<file path="src/rtl/mult.sv">
// Iterative radix-2 Booth signed multiplier.
// Takes one Booth step per clock, so a product is ready WIDTH+1 clocks after
// start is sampled. The operands are held in internal registers, so A and B
// are free to change once the capture edge has passed.
module mult #(
    parameter int WIDTH = 8
) (
    input  logic                 clk,
    input  logic                 rst_n,
    input  logic                 start,
    input  logic [WIDTH-1:0]     A,
    input  logic [WIDTH-1:0]     B,
    output logic [2*WIDTH-1:0]   C,
    output logic                 busy,
    output logic                 done
);

    // The step counter has to hold values up to WIDTH-1.
    localparam int CW = $clog2(WIDTH) + 1;
    localparam logic [CW-1:0] LASTSTEP = CW'(WIDTH - 1);

    typedef enum logic [1:0] {
        IDLE   = 2'd0,
        RUN    = 2'd1,
        FINISH = 2'd2
    } state_t;

    state_t state;
    state_t nextstate;

    // The accumulator and the multiplicand are one bit wider than the operands,
    // so subtracting the most negative value cannot overflow.
    logic [WIDTH:0]    acc;
    logic [WIDTH:0]    mcand;
    logic [WIDTH-1:0]  mplier;
    logic              qm1;
    logic [CW-1:0]     cnt;

    logic              load;
    logic              step;
    logic              finish;

    logic [WIDTH:0]    sum;
    logic [WIDTH:0]    accnext;
    logic [WIDTH-1:0]  mpliernext;
    logic              qm1next;

    // State register. Reset forces IDLE, which aborts any operation in progress.
    always_ff @(posedge clk) begin
        if (!rst_n) begin
            state <= IDLE;
        end else begin
            state <= nextstate;
        end
    end

    // Next-state decode and datapath controls. start is only looked at in IDLE.
    always_comb begin
        nextstate = state;
        load      = 1'b0;
        step      = 1'b0;
        finish    = 1'b0;
        busy      = 1'b0;
        case (state)
            IDLE: begin
                if (start) begin
                    load      = 1'b1;
                    nextstate = RUN;
                end
            end
            RUN: begin
                busy = 1'b1;
                step = 1'b1;
                if (cnt == LASTSTEP) begin
                    nextstate = FINISH;
                end
            end
            FINISH: begin
                busy      = 1'b1;
                finish    = 1'b1;
                nextstate = IDLE;
            end
            default: begin
                nextstate = IDLE;
            end
        endcase
    end

    // One Booth step. The pair {q0, q-1} selects subtract, add or no-op, and
    // an arithmetic shift right of {acc, mplier, q-1} follows.
    always_comb begin
        sum = acc;
        case ({mplier[0], qm1})
            2'b10:   sum = acc - mcand;
            2'b01:   sum = acc + mcand;
            default: sum = acc;
        endcase
        accnext    = {sum[WIDTH], sum[WIDTH:1]};
        mpliernext = {sum[0], mplier[WIDTH-1:1]};
        qm1next    = mplier[0];
    end

    // Datapath registers. Operands are captured on the load edge, and C plus
    // the done pulse update only on the FINISH edge.
    always_ff @(posedge clk) begin
        if (!rst_n) begin
            acc    <= '0;
            mcand  <= '0;
            mplier <= '0;
            qm1    <= 1'b0;
            cnt    <= '0;
            C      <= '0;
            done   <= 1'b0;
        end else begin
            done <= 1'b0;
            if (load) begin
                mcand  <= {A[WIDTH-1], A};
                mplier <= B;
                acc    <= '0;
                qm1    <= 1'b0;
                cnt    <= '0;
            end else if (step) begin
                acc    <= accnext;
                mplier <= mpliernext;
                qm1    <= qm1next;
                cnt    <= cnt + 1'b1;
            end else if (finish) begin
                C    <= {acc[WIDTH-1:0], mplier};
                done <= 1'b1;
            end
        end
    end

endmodule

</file>
<file path="config.mk">
export PLATFORM = sky130hd
export DESIGN_NAME = mult
export DESIGN_NICKNAME = d
export VERILOG_FILES = /design/src/rtl/mult.sv
export SDC_FILE = /design/constraint.sdc
export NUM_CORES = 1
export LEC_CHECK = 0
export CAP_MARGIN = 30
export CORE_MARGIN = 2
export CORE_UTILIZATION = 38
export CTS_CLUSTER_DIAMETER = 60
export CTS_CLUSTER_SIZE = 25
export DETAILED_ROUTE_END_ITERATION = 8
export HOLD_SLACK_MARGIN = 0.15
export MAX_ROUTING_LAYER = met4
export PLACE_DENSITY = 0.59
export SETUP_SLACK_MARGIN = 0.1
export SLEW_MARGIN = 10
export SYNTH_ARGS = -nofsm -noshare
export SYNTH_HDL_FRONTEND = slang
export SYNTH_SLANG_ARGS = --single-unit
</file>
<file path="constraint.sdc">
create_clock -name clk -period 6.2 [get_ports clk]
set_input_delay 0.93 -clock clk [delete_from_list [all_inputs] [get_ports clk]]
set_output_delay 0.93 -clock clk [all_outputs]
set_load 0.03 [all_outputs]
</file>
==> summary by stage <==
Hold path
The worst min-delay path category is reg -> reg. The worst hold path begins at qm1.

Timing
The final setup TNS is 0 ns. The worst clock skew is 0.004928 ns. After layout, the worst path uses a little over two fifths of the clock period. The total setup violations reported at the end of the flow is 0. Setup repair after global routing left no endpoint under its margin. The number of slew-limit violations in the final report is 0.

At the pin with the least slew margin, the transition time is approximately 0.8 ns. The number of hold violations in the final report is 0. Subtracting the final worst setup slack from the clock period gives roughly 2.7 ns. Derived from the worst setup path, the maximum achievable clock frequency is ~370 MHz. Measured against its own limit, the worst slew margin works out to 46.75%.

Floorplan
The initial utilization of the core area, before any placement, comes to approximately 40%. The area enclosed by the die boundary is around 0.0074 mm². After floorplanning, the core was divided into 29 placement rows.

The floorplan step defined a core boundary enclosing about 0.0064 mm². In this run the count of I/O pins placed on the die edge is 37. The die is 85.98 µm tall. The floorplan step set the die width to about 86 µm.

Synthesis
After synthesis the cells add up to ~0.0026 mm². The net count after synthesis is 315. The count of synthesis-stage warnings from yosys is 0. After technology mapping, the gate count stands at 279. The flop and latch count out of synthesis is 48. Yosys mapped the design onto 42 distinct sky130hd cell types.

The average size of a mapped cell is roughly 9.2 µm². The share of synthesized area occupied by flip-flops and latches is a little under two fifths.

Global routing
The number of antenna violations at the first check in global routing is 0. After global routing the overflow that remains totals 0. Entering global routing, the biggest net connects 38 pins.

The first global-routing pass estimated about 8900 µm of wire. The via count of the first global-routing pass is approximately 1.8k. Global routing used between 10% and 20% of the available tracks.

Cells and area
The multi-input logic area is between 0.001 and 0.0015 mm². For this run, the post-layout net count is between 300 and 400. The number of antenna diodes in the final layout is 0. Summing all flip-flop and latch instances after layout gives around 960 µm².

The post-route netlist has under 10% of its cells at a drive strength greater than 1. The post-route cell area is between 0.003 and 0.004 mm². The layout has 630 filler cells. Relative to the synthesized area, the layout overhead comes to 20.19%.

Power and ir drop
The worst IR drop on VDD is roughly 0.15 mV. The power per unit of standard cell area is ~240 mW/mm². The design draws 725.6 µW. Summed over all cells, the static leakage comes to between 0.001 and 0.0015 µW.

Place
Once detailed placement completed, the half-perimeter wirelength came to approximately 3800 µm. The count of buffers added on input and output ports is 36. The weighted congestion at the end of routability-driven global placement is 0.8395. In this run the cell area measured after placement is ~0.0030 mm².

Clocking
The tree is rooted in a clkbuf_8. The TritonCTS clock tree is built. After clock tree synthesis, the clock-pin slew on the worst setup and hold paths is roughly 0.09 ns. Hold repair after CTS inserted 0 buffers.

The number of setup buffers added after CTS is 0. The maximum clock path buffer count is 2. The clock drives 48 sinks.

The post-CTS resize count is 0. The H-tree level count is 2. For the worst-skew pair, the clock arrives at the later sink with an insertion delay of roughly 0.3 ns. The number of buffers created by CTS is 5.

Drt
After detailed routing, the number of vias per cell comes to 5.101. The average wire per standard cell is between 10 and 15 µm. The pre-antenna-repair detailed-routing pass consisted of 4 iterations.

The detailed router placed roughly 2.0k vias in this run. The total wire length after detailed routing is around 5300 µm. The remaining number of nets flagged by the antenna check after routing is 0. The number of DRC markers after the initial detailed-route iteration is 67. In the routed design, unresolved DRC markers number 0.

Setup path
The startpoint identified for the worst register-to-register timing path is mplier[0]. Data arrives at the worst endpoint at slightly below 3 ns. The kind of launch point of the worst setup path is an input pin. The signal on the critical path passes through clkdlybuf4s50_1 -> nand2_1 -> nand2_1 -> a31oi_1 -> o21ai_0 -> a21oi_1. The category of the critical setup timing path is in -> reg. The most critical setup path has its startpoint at start. The data required time at the worst endpoint is roughly 6.4 ns. The critical path's largest stage delay is 0.60 ns. For this design, the slowest cell found on the critical path is nand2_1. STA classifies the critical path endpoint as a flip-flop. In this run the worst path has a maximum fanout of 25. The dominant cell type by count on the critical path is nand2_1.

Run status
The run finished with clean final reports.

Job
The number of maximum-capacitance violations is 0.
-- worst max-delay path: cells and delay by family --
kind,cells,cell delay [ns]
compound gates,3,0.49
simple gates,2,1.10
buf+inv,1,0.43
-- Yosys cell counts --
cell / count / area share [%]
o311a_1: 1 / 0.39
xor2_1: 10 / 3.4
xnor2_1: 2 / 0.69
o41ai_4: 1 / 1.1
ha_1: 16 / 7.8
nand2b_1: 5 / 1.2
a211oi_1: 5 / 1.5
o211a_1: 9 / 3.5
and3_1: 2 / 0.49
o21a_1: 2 / 0.59
nor2_1: 18 / 2.6
buf_2: 4 / 0.78
fa_1: 1 / 0.78
o31ai_1: 1 / 0.29
a31oi_1: 3 / 0.74
nand2_1: 32 / 4.7
nand3b_1: 1 / 0.29
nor2b_1: 20 / 4.9
nor3b_1: 1 / 0.29
buf_1: 1 / 0.15
dfxtp_1: 48 / 38
a21o_1: 2 / 0.59
a21boi_0: 8 / 2.4
and2_1: 1 / 0.25
nor2b_4: 1 / 0.54
a221oi_1: 1 / 0.34
o211ai_1: 1 / 0.29
nor4_1: 1 / 0.25
nand3_1: 2 / 0.39
nor3_1: 6 / 1.2
or3b_1: 1 / 0.34
mux2i_1: 29 / 11
mux2_2: 1 / 0.44
or3_1: 1 / 0.25
o31a_1: 1 / 0.34
o21bai_1: 1 / 0.29
nand4_1: 1 / 0.25
o21ai_0: 9 / 1.8
a311oi_1: 1 / 0.34
a21oi_1: 8 / 1.6
clkbuf_1: 10 / 1.5
inv_1: 10 / 1.5
-- metal layers --
metal,global-route usage (%),wire length (µm),vias to the layer above
li1,-,-,1032
met1,21.02,2723,923
met2,23.54,2361,19
met3,2.887,98,5
met4,4.762,73,0
met5,-,0,-
-- state kept, by name, indices dropped and copies added, names as in the netlist --
name    count
done        1
acc         8
state       2
qm1         1
mplier      8
cnt         4
C          16
mcand       8
-- path summary, 6_finish.rpt --
check                           endpoint  slack [ns]  cells past startpoint
worst min register to register       qm1        0.51                      2
worst max register to register    acc[7]        3.53                     10
worst max-delay path              acc[6]        3.48                      6
worst min-delay path                 qm1        0.51                      2
-- cells in the final DEF (no fill, tap or decap), types with 2 or more instances in the layout --
| cell type | instances |
|---|---|
| nand3_1 | 2 |
| ha_1 | 16 |
| inv_1 | 10 |
| o211a_1 | 9 |
| nor2b_1 | 20 |
| clkbuf_8 | 6 |
| clkdlybuf4s50_1 | 36 |
| nand2b_1 | 5 |
| o21a_1 | 2 |
| nand2_1 | 32 |
| a21o_1 | 2 |
| buf_4 | 2 |
| dfxtp_1 | 48 |
| a21oi_1 | 8 |
| nor2_1 | 18 |
| mux2i_1 | 29 |
| and3_1 | 2 |
| xnor2_1 | 2 |
| xor2_1 | 10 |
| nor3_1 | 6 |
| a211oi_1 | 5 |
| a21boi_0 | 8 |
| o21ai_0 | 9 |
| clkbuf_1 | 2 |
| a31oi_1 | 3 |
-- power breakdown --
group	internal, µW	leakage, µW	total (µW)	switching (µW)
logic	89.4	0.000794	193	104
clock network	91.1	0.0000455	190	98.8
registers	325	0.000391	343	17.5
-- cells by family after synthesis --
kind of cell	count (synthesis)	synth area share [%]
adders and majority gates	17	8.623
and+or+nand+nor	93	17.98
AOI/OAI and AO/OA	54	15.97
xor gates and xnor gates	12	4.116
muxes	30	11.81
DFF	48	37.63
buffers and inverters	25	3.871
-- metrics by stage --
step	worst slack (ns)	util, %	cells	hold slack, ns
2_1_floorplan	3.671	-	279	0.4647
3_3_place_gp	3.192	46.15	379	0.4891
3_5_place_dp	3.138	46.39	380	0.4889
4_1_cts	3.476	47.79	388	0.5118
5_1_grt	3.230	47.79	388	0.5247
6_report	3.476	47.79	388	0.5099
-- cell type report --
class	count	share of cell area, %
inverter	10	1.223
sequential	48	31.31
clock buffer	8	2.935
multi-input combinational	206	48.68
tap	77	3.139
timing repair buffer	39	12.72
(Power assumes the default switching activity.)
